## config.mk

```make
export PLATFORM = sky130hd
export DESIGN_NAME = mem_port_arbiter
export DESIGN_NICKNAME = d
export VERILOG_FILES = /design/src/rtl/mem_arb_pkg.sv /design/src/rtl/mem_arb_wdog.sv /design/src/rtl/mem_port_arbiter.sv
export SDC_FILE = /design/constraint.sdc
export NUM_CORES = 1
export LEC_CHECK = 0
export BUFFER_PORTS_ARGS = -buffer_cell sky130_fd_sc_hd__buf_2
export CAP_MARGIN = 15
export CORE_ASPECT_RATIO = 1.5
export CORE_UTILIZATION = 40
export DETAILED_ROUTE_END_ITERATION = 16
export PLACE_DENSITY = 0.68
export RECOVER_POWER = 25
export SYNTH_ARGS = -nofsm -noshare
export SYNTH_HDL_FRONTEND = slang
export SYNTH_SLANG_ARGS = --single-unit
```

## constraint.sdc

```tcl
create_clock -name clk -period 2.8 [get_ports clk]
set_clock_uncertainty 0.1 [all_clocks]
set_input_delay 0.42 -clock clk [delete_from_list [all_inputs] [get_ports clk]]
set_output_delay 0.42 -clock clk [all_outputs]
set_load 0.005 [all_outputs]
```

## src/rtl/mem_arb_pkg.sv

```systemverilog
// rtl/mem_arb_pkg.sv - shared types and constants for the I/D memory port arbiter
package mem_arb_pkg;

    typedef enum logic [1:0] {
        IDLE   = 2'd0,
        BUSY_I = 2'd1,
        BUSY_D = 2'd2
    } arb_state_t;

    typedef enum logic {
        GNT_I = 1'b0,
        GNT_D = 1'b1
    } grant_t;

    localparam logic [31:0] RDATA_ABORT = 32'd0;

endpackage

```

## src/rtl/mem_arb_wdog.sv

```systemverilog
// rtl/mem_arb_wdog.sv - per-access wait counter; flags the last cycle a granted access may wait
module mem_arb_wdog #(
    parameter int MAX_WAIT = 64
) (
    input  logic clk,
    input  logic rst,
    input  logic i_clr,
    input  logic i_en,
    output logic o_timeout
);

    localparam int CNT_W = $clog2(MAX_WAIT);

    logic [CNT_W-1:0] r_cnt;

    always_ff @(posedge clk) begin
        if (rst || i_clr) begin
            r_cnt <= '0;
        end else if (i_en) begin
            r_cnt <= r_cnt + CNT_W'(1);
        end
    end

    assign o_timeout = (r_cnt == CNT_W'(MAX_WAIT - 1));

endmodule

```

## src/rtl/mem_port_arbiter.sv

```systemverilog
// rtl/mem_port_arbiter.sv - shares one memory port between fetch and load/store; ARB_RR_EN selects round-robin ties
module mem_port_arbiter
    import mem_arb_pkg::*;
#(
    parameter int ADDR_W   = 32,
    parameter int DATA_W   = 32,
    parameter int MAX_WAIT = 64
) (
    input  logic              clk,
    input  logic              rst,
    input  logic              i_req,
    input  logic [ADDR_W-1:0] i_addr,
    output logic [DATA_W-1:0] i_rdata,
    output logic              i_ack,
    input  logic              d_req,
    input  logic              d_wen,
    input  logic [ADDR_W-1:0] d_addr,
    input  logic [DATA_W-1:0] d_wdata,
    output logic [DATA_W-1:0] d_rdata,
    output logic              d_ack,
    output logic              m_req,
    output logic              m_wen,
    output logic [ADDR_W-1:0] m_addr,
    output logic [DATA_W-1:0] m_wdata,
    input  logic [DATA_W-1:0] m_rdata,
    input  logic              m_ready,
    output logic              stall,
    output logic              err
);

    arb_state_t        r_state;
    arb_state_t        w_next;
    arb_state_t        w_tie;
    logic [ADDR_W-1:0] r_addr;
    logic              r_wen;
    logic [DATA_W-1:0] r_wdata;
    logic              r_i_ack;
    logic              r_d_ack;
    logic [DATA_W-1:0] r_i_rdata;
    logic [DATA_W-1:0] r_d_rdata;
    logic              r_err;
    logic              w_i_req;
    logic              w_d_req;
    logic              w_busy;
    logic              w_done;
    logic              w_abort;
    logic              w_load;
    logic              w_timeout;

    // A side's request is ignored in its own ack cycle so a held req is not granted twice.
    assign w_i_req = i_req & ~r_i_ack;
    assign w_d_req = d_req & ~r_d_ack;

    assign w_busy  = (r_state != IDLE);
    assign w_done  = w_busy & m_ready;
    assign w_abort = w_busy & ~m_ready & w_timeout;
    assign w_load  = (w_next != IDLE) & ((r_state == IDLE) | w_done);

`ifdef ARB_RR_EN
    grant_t r_last;

    always_ff @(posedge clk) begin
        if (rst) begin
            r_last <= GNT_I;
        end else if (w_done) begin
            r_last <= (r_state == BUSY_D) ? GNT_D : GNT_I;
        end
    end

    assign w_tie = (r_last == GNT_D) ? BUSY_I : BUSY_D;
`else
    assign w_tie = BUSY_D;
`endif

    always_comb begin
        w_next = r_state;
        case (r_state)
            IDLE: begin
                if (w_i_req && w_d_req) w_next = w_tie;
                else if (w_d_req)       w_next = BUSY_D;
                else if (w_i_req)       w_next = BUSY_I;
            end
            BUSY_I: begin
                if (m_ready)        w_next = w_d_req ? BUSY_D : IDLE;
                else if (w_timeout) w_next = IDLE;
            end
            BUSY_D: begin
                if (m_ready)        w_next = w_i_req ? BUSY_I : IDLE;
                else if (w_timeout) w_next = IDLE;
            end
            default: w_next = IDLE;
        endcase
    end

    always_ff @(posedge clk) begin
        if (rst) begin
            r_state   <= IDLE;
            r_addr    <= '0;
            r_wen     <= 1'b0;
            r_wdata   <= '0;
            r_i_ack   <= 1'b0;
            r_d_ack   <= 1'b0;
            r_i_rdata <= '0;
            r_d_rdata <= '0;
            r_err     <= 1'b0;
        end else begin
            r_state <= w_next;
            if (w_load) begin
                if (w_next == BUSY_D) begin
                    r_addr  <= d_addr;
                    r_wen   <= d_wen;
                    r_wdata <= d_wdata;
                end else begin
                    r_addr  <= i_addr;
                    r_wen   <= 1'b0;
                    r_wdata <= '0;
                end
            end
            r_i_ack <= (r_state == BUSY_I) & (m_ready | w_timeout);
            r_d_ack <= (r_state == BUSY_D) & (m_ready | w_timeout);
            if ((r_state == BUSY_I) && (m_ready || w_timeout)) begin
                r_i_rdata <= m_ready ? m_rdata : DATA_W'(RDATA_ABORT);
            end
            // Stores and aborted loads both return the abort value.
            if ((r_state == BUSY_D) && (m_ready || w_timeout)) begin
                r_d_rdata <= (m_ready && !r_wen) ? m_rdata : DATA_W'(RDATA_ABORT);
            end
            if (w_abort) begin
                r_err <= 1'b1;
            end
        end
    end

    mem_arb_wdog #(
        .MAX_WAIT (MAX_WAIT)
    ) u_wdog (
        .clk       (clk),
        .rst       (rst),
        .i_clr     (w_load),
        .i_en      (w_busy & ~m_ready),
        .o_timeout (w_timeout)
    );

    assign m_req   = w_busy;
    assign m_wen   = r_wen;
    assign m_addr  = r_addr;
    assign m_wdata = r_wdata;
    assign i_ack   = r_i_ack;
    assign d_ack   = r_d_ack;
    assign i_rdata = r_i_rdata;
    assign d_rdata = r_d_rdata;
    assign err     = r_err;
    assign stall   = (i_req & ~r_i_ack) | (d_req & ~r_d_ack);

endmodule

```

# Word-level counts from Yosys, hierarchy flattened
# Index checks and enable logic that the tools add are counted.
totals:
  ff_bits: 140
  in_bits: 134
  out_inout_bits: 134
classes:
  addsub: 1
  eq_ne: 4
  mux: 14
  bitwise_logic: 14
  n_reduce_logical: 10
op_table:
  columns: ["operator", "n"]
  rows:
  - ["$mux 32", 4]
  - ["$mux 2", 7]
  - ["$and 1x1->1", 8]
  - ["$add 6x1->6 const B", 1]
  - ["$eq 6x6->1 const B", 1]
  - ["$pmux 2 s3", 1]
  - ["$eq 2x2->1 const B", 2]
  - ["$logic_and 1x1->1", 4]
  - ["$reduce_bool 2->1", 2]
  - ["$not 1->1", 3]
  - ["$or 1x1->1", 3]
  - ["$eq 2x1->1 const B", 1]
  - ["$logic_not 2->1", 1]
  - ["$logic_or 1x1->1", 2]
  - ["$mux 1", 2]
  - ["$logic_not 1->1", 1]

# Logic depth before layout (Yosys ltp)
# Gate-level depths: netlist of run 1.
depth:
  word_depth: 9
  ltp_mapped: 7

# By module
# A second synthesis of run 1 with hierarchy kept.
unflattened:
  cells_unflattened: 463
  hier_area_um2: 5197.5
modules_own_cells:
  columns: ["mod", "instances", "cells_per_inst", "area_each_um2"]
  rows:
  - ["mem_port_arbiter", 1, 434, 4936.0]
  - ["mem_arb_wdog", 1, 29, 261.5]

# Least setup slack after synthesis of run 1
# No wires, ideal clock.
synth_path:
  path_type: "input-to-reg"
  startpoint: "input m_ready"
  endpoint: "register r_addr[10], in the netlist m_addr[10]"
  arrival_time_ns: 1.595
  required_ns: 2.583
  setup_slack_ns: 0.988
  cell_stages: 6
  path_buffers: 2
  cell_sequence: "nand2b_2 -> and2_1 -> clkbuf_1 -> buf_2 -> o311a_1 -> a32o_1"
synth_between:
  elab_chain_cells: 4
  word_cells_on_any_way: 9
  classes_between: "1 x eq/ne; 4 x mux; 3 x bitwise; 1 x reduce/logical"
synth_rtl:
  columns: ["element", "line", "text"]
  rows:
  - ["from (decl)", "mem_port_arbiter.sv:26", "input logic m_ready,"]
  - ["$mux 2, on equally long branches", "mem_port_arbiter.sv:88, mem_port_arbiter.sv:84", null]
  - ["$pmux 2 s3", "mem_port_arbiter.sv:77", "case (r_state)"]
  - ["$eq 2x2->1 / $reduce_bool 2->1 (equally long branches)", "mem_port_arbiter.sv:109, mem_port_arbiter.sv:57", null]
  - ["$mux 32 / $and 1x1->1 (equally long branches)", "mem_port_arbiter.sv:109, mem_port_arbiter.sv:57", null]
  - ["to (signal assigned)", "mem_port_arbiter.sv:110", "r_addr <= d_addr;"]
  - ["to (signal assigned)", "mem_port_arbiter.sv:114", "r_addr <= i_addr;"]
  - ["to (decl)", "mem_port_arbiter.sv:34", "logic [ADDR_W-1:0] r_addr;"]
# Parallel ways exist; a longest one is shown, timed or not.
# A chain may end at the register's enable or synchronous reset.

# Final worst setup path of run 1
layout_path:
  startpoint: "register r_state[0]"
  endpoint: "register r_addr[4], in the netlist m_addr[4]"
layout_between:
  elab_chain_cells: 6
  word_cells_on_any_way: 17
  classes_between: "3 x eq/ne; 8 x mux; 3 x bitwise; 3 x reduce/logical"
layout_rtl:
  columns: ["element", "line", "text"]
  rows:
  - ["from (decl)", "mem_port_arbiter.sv:31", "arb_state_t r_state;"]
  - ["from (signal assigned)", "mem_port_arbiter.sv:107", "r_state <= w_next;"]
  - ["$mux 2", "mem_port_arbiter.sv:81", "else if (w_i_req) w_next = BUSY_I;"]
  - ["$mux 2", "mem_port_arbiter.sv:80", "else if (w_d_req) w_next = BUSY_D;"]
  - ["$mux 2", "mem_port_arbiter.sv:79", "if (w_i_req && w_d_req) w_next = w_tie;"]
  - ["$pmux 2 s3", "mem_port_arbiter.sv:77", null]
  - ["$eq 2x2->1 / $reduce_bool 2->1 (equally long branches)", "mem_port_arbiter.sv:109, mem_port_arbiter.sv:57", null]
  - ["$mux 32 / $and 1x1->1 (equally long branches)", "mem_port_arbiter.sv:109, mem_port_arbiter.sv:57", null]
# Parallel ways exist; a longest one is shown, timed or not.

==> results of run 1 <==
[where the power goes]
| part | internal (mW) | switching, mW | leakage (nW) |
|---|---|---|---|
| logic | 0.446 | 0.541 | 2.42 |
| clock network | 1.42 | 0.953 | 0.295 |
| registers | 2.12 | 0.0754 | 1.14 |
[worst paths after layout]
kind | from | end | slack [ps] | cells past startpoint
min | d_wdata[12] | m_wdata[12] | 110 | 2
max | r_state[0] | m_addr[4] | 420 | 5
max reg2reg | r_state[0] | m_addr[4] | 420 | 5
min reg2reg | m_addr[25] | m_addr[25] | 360 | 1
[state kept, by name, indices dropped and copies added, names as in the netlist]
signal,count
d_rdata,32
i_rdata,32
m_addr,32
m_wdata,32
u_wdog.r_cnt,6
r_state,2
d_ack,1
err,1
i_ack,1
m_wen,1
[layout by cell type, fill, tap and decap left out, types with 2 or more instances in the layout]
cell / instances
buf_2: 237
dfxtp_1: 139
o21ai_0: 67
a22o_1: 65
a21oi_1: 36
nand2b_1: 34
nand4_1: 34
and3_1: 33
o311a_1: 32
a2111oi_0: 32
nor2b_1: 32
a211o_1: 32
a32o_1: 32
clkbuf_1: 30
buf_4: 25
clkbuf_16: 17
nor2_1: 8
nand2_1: 4
inv_6: 4
inv_1: 3
and4_1: 3
xor2_1: 3
nor3_1: 3
bufinv_16: 3
nor2_2: 2
a211oi_1: 2
clkinvlp_4: 2
clkinv_4: 2
inv_8: 2
[metal layers]
layer | vias to the layer above | part of all wire | wire length, um
li1 | 3224 | - | -
met5 | - | 0 | 0
met3 | 28 | 0.065 | 1370
met4 | 0 | 0.017 | 361
met1 | 3245 | 0.42 | 8845
met2 | 253 | 0.50 | 10580
[cell families after synthesis]
| family | count (synthesis) | share of synthesized area |
|---|---|---|
| adder cells (fa/ha/maj) | 1 | 0.001872 |
| AND/OR/NAND/NOR | 163 | 0.1526 |
| buffers and inverters | 93 | 0.06517 |
| AO/OA/AOI/OAI | 306 | 0.3569 |
| XOR/XNOR | 3 | 0.003933 |
| flip-flops | 140 | 0.4195 |
[per-stage QoR]
stage / setup WS (ps) / util / area, sq um / hold WS [ps]
4_1_cts: 440.7 / 0.5347 / 8695 / 88.41
6_report: 418.4 / 0.5320 / 8651 / 111.6
2_1_floorplan: 988.0 / - / 6681 / 360.3
3_5_place_dp: 454.1 / 0.4972 / 8084 / 348.5
3_3_place_gp: 470.2 / 0.4972 / 8084 / 346.6
5_1_grt: 248.5 / 0.5320 / 8651 / 97.15
[worst max-delay path, cell delays in order, from the launching register on]
cell and delay (ps):
dfxtp_1 450, nor3b_1 610, o21ai_0 200, and2_2 230
buf_4 330, a32o_1 310
[layout make-up]
cell class	instances	area, sq um
tap	206	257.7
inverter	3	11.26
sequential	140	2804
clock inverter	14	185.2
fill	1570	7610
timing repair buffer	293	1506
multi-input combinational	473	3461
clock buffer	17	425.4
==> impl_metrics.json, run 1 <==
{
  "status": "completed",
  "finalPower_mw": 5.557,
  "grt_pass1_wl_um": 33830,
  "drt_iter0_drc": 497,
  "start_util": 0.4109,
  "path_class": "flop to flop",
  "chipWidth_um": 107.5,
  "setup_viol": 0,
  "start_kind": "flop",
  "syn_inst": 706,
  "grt_max_degree": 68,
  "drc": 0,
  "vias": 6750,
  "cts_tree": "yes",
  "final_nets": 1063,
  "cp-end-kind": "flop",
  "cts_inserted_buffers": 17,
  "drive_above_1_share": 0.3277,
  "p_per_area_nw_per_um2": 642.3,
  "gr-usage-all-layers": 0.2426,
  "synth_edf_count": 0,
  "clock_sinks": 140,
  "ys_seq_area_frac": 0.4195,
  "postCtsHoldBufs": 0,
  "wirelength_um": 21160,
  "vdd_drop_max_v": 0.0003886,
  "yosys_warnings": 0,
  "ys_types": 41,
  "use_met3": 0.06128,
  "synth_common_cells": "dfxtp_1, o21ai_0, a22o_1, clkbuf_1, a21oi_1",
  "yosys.area.top_type": "dfxtp_1",
  "wl_per_cell_um": 18.46,
  "antenna_found_initial": 0,
  "grt_use_met2": 0.4111,
  "clock_path_buffers": 2,
  "htreeDepth": 4,
  "clock_latency_ps": 420,
  "slew_viol_final": 0,
  "power_leakage_nw": 3.850,
  "synth_top_area_frac": 0.4195,
  "worstPathArrival_ps": 2590,
  "num_rows": 57,
  "cts-resized-gates": 0,
  "min_period_over_period": 0.8506,
  "hp-class": "primary input to flop",
  "cts_root_buffer": "clkbuf_16",
  "clk_pin_slew_ps": 60,
  "fmax_ghz": 0.4199,
  "grt-busiest-layer": "met2",
  "die_h_um": 160.3,
  "place_inst": 1115,
  "tightest_slew_ps": 1095,
  "ys.flop_type": "dfxtp_1",
  "areaGrowthSynthToFinish_pct": 29.48,
  "grt-ovfl-total": 0,
  "dieArea_sq_um": 17240,
  "synthesis.area_sq_um": 6681,
  "met1_usage": 0.2926,
  "coreArea_sq_um": 16260,
  "hold_violations": 0,
  "gp_congestion": 0.8028,
  "synth_seq_cells": 140,
  "rsz0062_at_grt": "false",
  "hpwl_um": 13740,
  "synth.avg_cell_area_sq_um": 9.464,
  "relSlewSlack": 0.2685,
  "min_period_ps": 2382,
  "yosys-top-cells-area": "dfxtp_1, a22o_1, o21ai_0",
  "synth_most_common_cell": "dfxtp_1",
  "io_pins": 268,
  "dr.pass1.iters": 5,
  "viasPerCell": 5.890,
  "worst-endpoint-required_ps": 3010,
  "portBuffers": 267,
  "path_max_fanout": 65,
  "setup_tns_ps": 0,
  "cts_setup_buffers": 0,
  "synth_nets": 841,
  "synth-async-reset-ratio": 0,
  "final_cells": 1146,
  "grt_pass1_vias": 6556,
  "n_antenna_cell": 0,
  "antenna_left": 0,
  "cap_violations": 0
}
Note: power is estimated with default switching activity, not from simulation.
==> run 2: changes to the inputs <==
--- a/config.mk
+++ b/config.mk
@@ -8,9 +8,9 @@
 export BUFFER_PORTS_ARGS = -buffer_cell sky130_fd_sc_hd__buf_2
 export CAP_MARGIN = 15
 export CORE_ASPECT_RATIO = 1.5
-export CORE_UTILIZATION = 40
+export CORE_UTILIZATION = 53
 export DETAILED_ROUTE_END_ITERATION = 16
-export PLACE_DENSITY = 0.68
+export PLACE_DENSITY = 0.86
 export RECOVER_POWER = 25
 export SYNTH_ARGS = -nofsm -noshare
 export SYNTH_HDL_FRONTEND = slang
==> run 2 against run 1 <==
- clock power about the same
- first-iteration DRC count increased by 7.8%
- critical path depth unchanged
- final cell count decreased by 4.8%
- flip-flop and latch count unchanged
- combinational power about the same
- register-to-register slack improved by 30 ps
- largest cell class unchanged
==> impl_metrics.json, run 2 (synthesized netlist as in run 1, its figures left out) <==
{
  "viasPerCell": 6.455,
  "vias": 7042,
  "final_cell_mix": "buf_2, dfxtp_1, o21ai_0",
  "rr_worst_depth": 5,
  "cts_tree": "yes",
  "final_nets": 1060,
  "fmax_ghz": 0.4259,
  "path_buf_inv": 1,
  "antenna_found_initial": 0,
  "crit_slowest_cell": "nand2_2",
  "critical-path-max-stage-delay_ps": 640,
  "status": "completed",
  "drt_iter0_drc": 536,
  "die_h_um": 139.5,
  "num_rows": 49,
  "areaGrowthSynthToFinish_pct": 28.93,
  "reg2reg_to": "m_wdata[23]",
  "min_period_ps": 2348,
  "coreArea_sq_um": 12140,
  "grt-ovfl-total": 0,
  "r2r_start": "r_state[0]",
  "wirelength_um": 20900,
  "portBuffers": 267,
  "cts_setup_buffers": 0,
  "grt_pass1_wl_um": 33320,
  "setup_tns_ps": 0,
  "dieArea_sq_um": 13070,
  "gp_congestion": 0.8423,
  "p_switching_mw": 1.621,
  "pre_cts_ws_ps": 455.7,
  "io_pins": 268,
  "seq_power_share": 0.397,
  "r2r_slack_ps": 450,
  "htreeDepth": 4,
  "mostFrequentLayoutCell": "buf_2",
  "pwr-share-comb": 0.178,
  "gr-usage-all-layers": 0.3115,
  "clock_path_buffers": 2,
  "slew_viol_final": 0,
  "cts_root_buffer": "clkbuf_16",
  "layout_setup_ws_ps": 451.9,
  "cap_violations": 0,
  "hp-class": "primary input to flop",
  "p_int_mw": 3.932,
  "hold_violations": 0,
  "antenna_left": 0,
  "tightest_slew_ps": 1168,
  "clk_pin_slew_ps": 70,
  "critical_path.endpoint": "m_wdata[23]",
  "drc": 0,
  "grt_max_degree": 66,
  "worstPathCellList": "nand2b_2 -> nand2_2 -> nor2_2 -> buf_4 -> a22o_1",
  "swShare": 0.2919,
  "start_kind": "flop",
  "postCtsHoldBufs": 0,
  "chipWidth_um": 93.68,
  "clock_sinks": 140,
  "postLayoutCellArea_sq_um": 8615,
  "path_max_fanout": 33,
  "vdd_drop_max_v": 0.0004772,
  "relSlewSlack": 0.2211,
  "cp-end-kind": "flop",
  "min_period_over_period": 0.8386,
  "worstPathArrival_ps": 2550,
  "drive_above_1_share": 0.3241,
  "pwr-share-clk": 0.425,
  "path_delay_family": "simple AND/OR/NAND/NOR gates",
  "dpl_cell_area_sq_um": 8033,
  "clock_latency_ps": 410,
  "worst-endpoint-required_ps": 3000,
  "setup_viol": 0,
  "startpoint": "r_state[0]",
  "grt_pass1_vias": 6838,
  "start_util": 0.5504,
  "path_class": "flop to flop",
  "dr.pass1.iters": 7,
  "wl_per_cell_um": 19.15,
  "hpwl_um": 13600,
  "whs_ps": 119.2,
  "rsz0062_at_grt": "false",
  "cts-resized-gates": 0,
  "cts_inserted_buffers": 17,
  "n_antenna_cell": 0,
  "p_per_area_nw_per_um2": 644.6,
  "path_depth": 5,
  "power_leakage_nw": 3.835
}
-- run 2: routing by layer --
| layer | vias to the layer above | part of all wire | track usage |
|---|---|---|---|
| li1 | 3216 | - | - |
| met1 | 3387 | 0.39 | 0.3666 |
| met2 | 386 | 0.51 | 0.5414 |
| met3 | 53 | 0.076 | 0.07158 |
| met4 | 0 | 0.023 | 0.1190 |
| met5 | - | 0 | 0 |
-- run 2: worst min-delay path by stage --
stage | slack [ps] | end | from | cells after the start
6_report | 120 | m_wdata[2] | d_wdata[2] | 2
5_1_grt | 110 | m_wdata[1] | d_wdata[1] | 2
4_1_cts | 110 | m_wdata[3] | d_wdata[3] | 2
3_5_place_dp | 350 | m_addr[8] | m_addr[8] | 1
3_3_place_gp | 340 | m_addr[11] | m_addr[11] | 1
2_1_floorplan | 360 | u_wdog.r_cnt[1] | u_wdog.r_cnt[1] | 2
-- run 2: layout make-up --
class / count / area [sq um]
Fill cell: 993 / 3525
Clock inverter: 15 / 198.9
Timing Repair Buffer: 290 / 1516
Inverter: 3 / 11.26
Multi-Input combinational cell: 473 / 3466
Tap cell: 153 / 191.4
Clock buffer: 17 / 425.4
Sequential cell: 140 / 2805
-- run 2: worst reg2reg max path: cells and delay by family, from the launching register on --
family | cells | cell delay, ps
AOI/OAI and AO/OA | 1 | 270
buffers and inverters | 1 | 270
DFF | 1 | 590
and+or+nand+nor | 3 | 1020
-- run 2: through the flow --
step | utilization | std cells | power (mW)
after floorplan | - | 706 | 2.827
after global placement | 0.6617 | 1059 | 3.200
after detailed placement | 0.6617 | 1059 | 3.220
after CTS | 0.7132 | 1091 | 5.576
after global routing | 0.7096 | 1091 | 5.752
final | 0.7096 | 1091 | 5.553
-- run 2: power by group through the flow --
stage	combinational, mW	clock (mW)	sequential, mW
after floorplan	0.589	0	2.24
final	0.987	2.36	2.20
after global placement	0.958	0	2.24
after detailed placement	0.976	0	2.24
after global routing	1.06	2.47	2.22
after CTS	0.982	2.39	2.20
==> run 3: changes to the inputs <==
--- a/config.mk
+++ b/config.mk
@@ -5,12 +5,13 @@
 export SDC_FILE = /design/constraint.sdc
 export NUM_CORES = 1
 export LEC_CHECK = 0
+export ABC_AREA = 1
 export BUFFER_PORTS_ARGS = -buffer_cell sky130_fd_sc_hd__buf_2
 export CAP_MARGIN = 15
 export CORE_ASPECT_RATIO = 1.5
-export CORE_UTILIZATION = 53
+export CORE_UTILIZATION = 47
 export DETAILED_ROUTE_END_ITERATION = 16
-export PLACE_DENSITY = 0.86
+export PLACE_DENSITY = 0.8
 export RECOVER_POWER = 25
 export SYNTH_ARGS = -nofsm -noshare
 export SYNTH_HDL_FRONTEND = slang
==> constraint.sdc (replaced) <==
create_clock -name clk -period 2.2 [get_ports clk]
set_clock_uncertainty 0.1 [all_clocks]
set_input_delay 0.33 -clock clk [delete_from_list [all_inputs] [get_ports clk]]
set_output_delay 0.33 -clock clk [all_outputs]
set_load 0.005 [all_outputs]
==> run 3 against run 2 <==
- maximum frequency is 18% higher
- area after synthesis down 12%
- first-iteration DRC count decreased by 62%
- clock-buffer cell count rose by 1
- critical path type unchanged
- largest cell class is now sequential cells
==> impl_metrics.json, run 3 <==
{
  "setup_viol": 0,
  "yosys-top-cells-area": "dfxtp_1, nand3_1, nand2_1",
  "dieArea_sq_um": 12970,
  "synth_top_family_by_area": "simple AND/OR/NAND/NOR gates",
  "synth_top_area_frac": 0.4768,
  "path_class": "flop to flop",
  "slew_viol_final": 0,
  "antenna_found_initial": 0,
  "grt_pass1_wl_um": 26560,
  "setup_tns_ps": 0,
  "gr-usage-all-layers": 0.2555,
  "yosys.area_share.adder": 0.002129,
  "portBuffers": 267,
  "synth_most_common_cell": "nand3_1",
  "yosys.area.top_type": "dfxtp_1",
  "worstPathArrival_ps": 2180,
  "fin_util": 0.6497,
  "wirelength_um": 16670,
  "synth_common_cells": "nand3_1, nand2_1, dfxtp_1, nor2_1, inv_1",
  "start_kind": "flop",
  "drc": 0,
  "num_rows": 49,
  "r2r_slack_ps": 210,
  "drt_iter0_drc": 203,
  "ys_seq_area_frac": 0.4768,
  "cp-end-kind": "flop",
  "grt-ovfl-total": 0,
  "htreeDepth": 4,
  "syn_inst": 823,
  "fmax_ghz": 0.5037,
  "coreArea_sq_um": 12080,
  "clock_path_buffers": 2,
  "rr_worst_depth": 9,
  "ys.flop_type": "dfxtp_1",
  "power_leakage_nw": 4.324,
  "postCtsHoldBufs": 0,
  "cts_setup_buffers": 0,
  "min_period_over_period": 0.9024,
  "synth_compound_area_frac": 0.05960,
  "clock_sinks": 140,
  "mostFrequentLayoutCell": "buf_2",
  "synth.avg_cell_area_sq_um": 7.142,
  "cts_inserted_buffers": 17,
  "drive_above_1_share": 0.2819,
  "synth_simple_gate_area_frac": 0.3706,
  "hold_violations": 0,
  "vias": 6260,
  "relSlewSlack": 0.6872,
  "cts-resized-gates": 0,
  "final_cell_mix": "buf_2, nand3_1, nand2_1",
  "yosys_warnings": 0,
  "vdd_drop_max_v": 0.0005168,
  "critical_path.endpoint": "d_rdata[24]",
  "worst-endpoint-required_ps": 2400,
  "finalPower_mw": 6.708,
  "status": "completed",
  "cts_tree": "yes",
  "antenna_left": 0,
  "synth_xor_area_frac": 0.005960,
  "cts_root_buffer": "clkbuf_16",
  "path_max_fanout": 32,
  "clk_pin_slew_ps": 70,
  "final_nets": 1197,
  "n_antenna_cell": 0,
  "die_h_um": 139.0,
  "start_util": 0.4867,
  "rsz0062_at_grt": "true",
  "startpoint": "u_wdog.r_cnt[0]",
  "synthMuxAreaShare": 0,
  "reg2reg_to": "d_rdata[24]",
  "min_period_ps": 1985,
  "areaGrowthSynthToFinish_pct": 33.50,
  "chipWidth_um": 93.31,
  "tightest_slew_ps": 468.3,
  "synth_edf_count": 0,
  "hp-class": "primary input to flop",
  "grt_max_degree": 56,
  "hpwl_um": 11390,
  "synth_seq_cells": 140,
  "grt_pass1_vias": 5705,
  "wl_per_cell_um": 13.57,
  "viasPerCell": 5.098,
  "clock_latency_ps": 410,
  "synth_nets": 958,
  "io_pins": 268,
  "r2r_start": "u_wdog.r_cnt[0]",
  "cap_violations": 0,
  "p_per_area_nw_per_um2": 854.8,
  "synthesis.area_sq_um": 5878,
  "gp_congestion": 0.8624,
  "synth-async-reset-ratio": 0,
  "dr.pass1.iters": 4,
  "ys_types": 24
}
run 3: changes by cell type in the layout (fill, tap and decap cells not counted), moves of 33 or more:
cell,before,now
a22o_1,65,0
and3_1,33,0
inv_1,3,40
nand2_1,4,178
nand2b_1,34,0
nand3_1,1,231
nand4_1,34,0
nor2_1,8,79
o21ai_0,66,32
run 3: stage by stage:
step                      cells  area (sq um)  setup slack (ps)  hold WS (ps)
final                      1228          7848             214.7         53.24
after global routing       1228          7848             1.596         45.49
after CTS                  1228          7880             120.1         40.04
after detailed placement   1196          7300             194.5         356.8
after global placement     1196          7300             276.1         353.7
after floorplan             823          5878             477.0         302.4
run 3: per-layer routing:
metal	vias to the layer above	track usage	share of wire	wire length (um)
li1	3169	-	-	-
met1	2828	0.2852	0.40	6683
met2	225	0.4458	0.50	8399
met3	38	0.06743	0.065	1083
met4	0	0.1174	0.030	501
met5	-	0	0	0
run 3: area by class of cell:
class / instances / area (sq um)
fillers: 1165 / 4230
clock buffers: 18 / 429.2
repair buffers: 287 / 1513
inverters: 44 / 171.4
multi-input cells: 572 / 2589
flip-flops and latches: 140 / 2803
clock inverters: 14 / 151.4
well taps: 153 / 191.4
run 3: worst min-delay path by stage:
stage / from / end / slack (ps) / cells past startpoint
floorplan: rst / d_ack / 300 / 1
global placement: i_rdata[22] / i_rdata[22] / 350 / 2
detailed placement: i_rdata[22] / i_rdata[22] / 360 / 2
CTS: m_rdata[19] / i_rdata[19] / 40 / 3
global route: m_rdata[6] / i_rdata[6] / 50 / 3
finish: m_rdata[19] / i_rdata[19] / 50 / 3
run 3: kinds of logic (layout without fill, tap and decap cells):
logic type	after synthesis	count (layout)
buffers and inverters	111	363
and+or+nand+nor	498	498
AOI/OAI and AO/OA	69	69
adders and majority gates	1	1
DFF	140	140
xor gates and xnor gates	4	4
run 3: worst max-delay path, cell delays in order, from the launching register on:
cell,delay [ps]
dfxtp_1,330
ha_1,210
nand2_1,60
inv_1,50
nand2_1,90
nand2_1,80
nand2_1,130
clkinvlp_4,410
o21ai_0,350
nor2_1,60
run 3: power breakdown:
part / switching (mW) / leakage, nW / internal (mW)
Clock: 1.20 / 0.280 / 1.61
Sequential: 0.0894 / 1.14 / 2.72
Combinational: 0.672 / 2.90 / 0.425
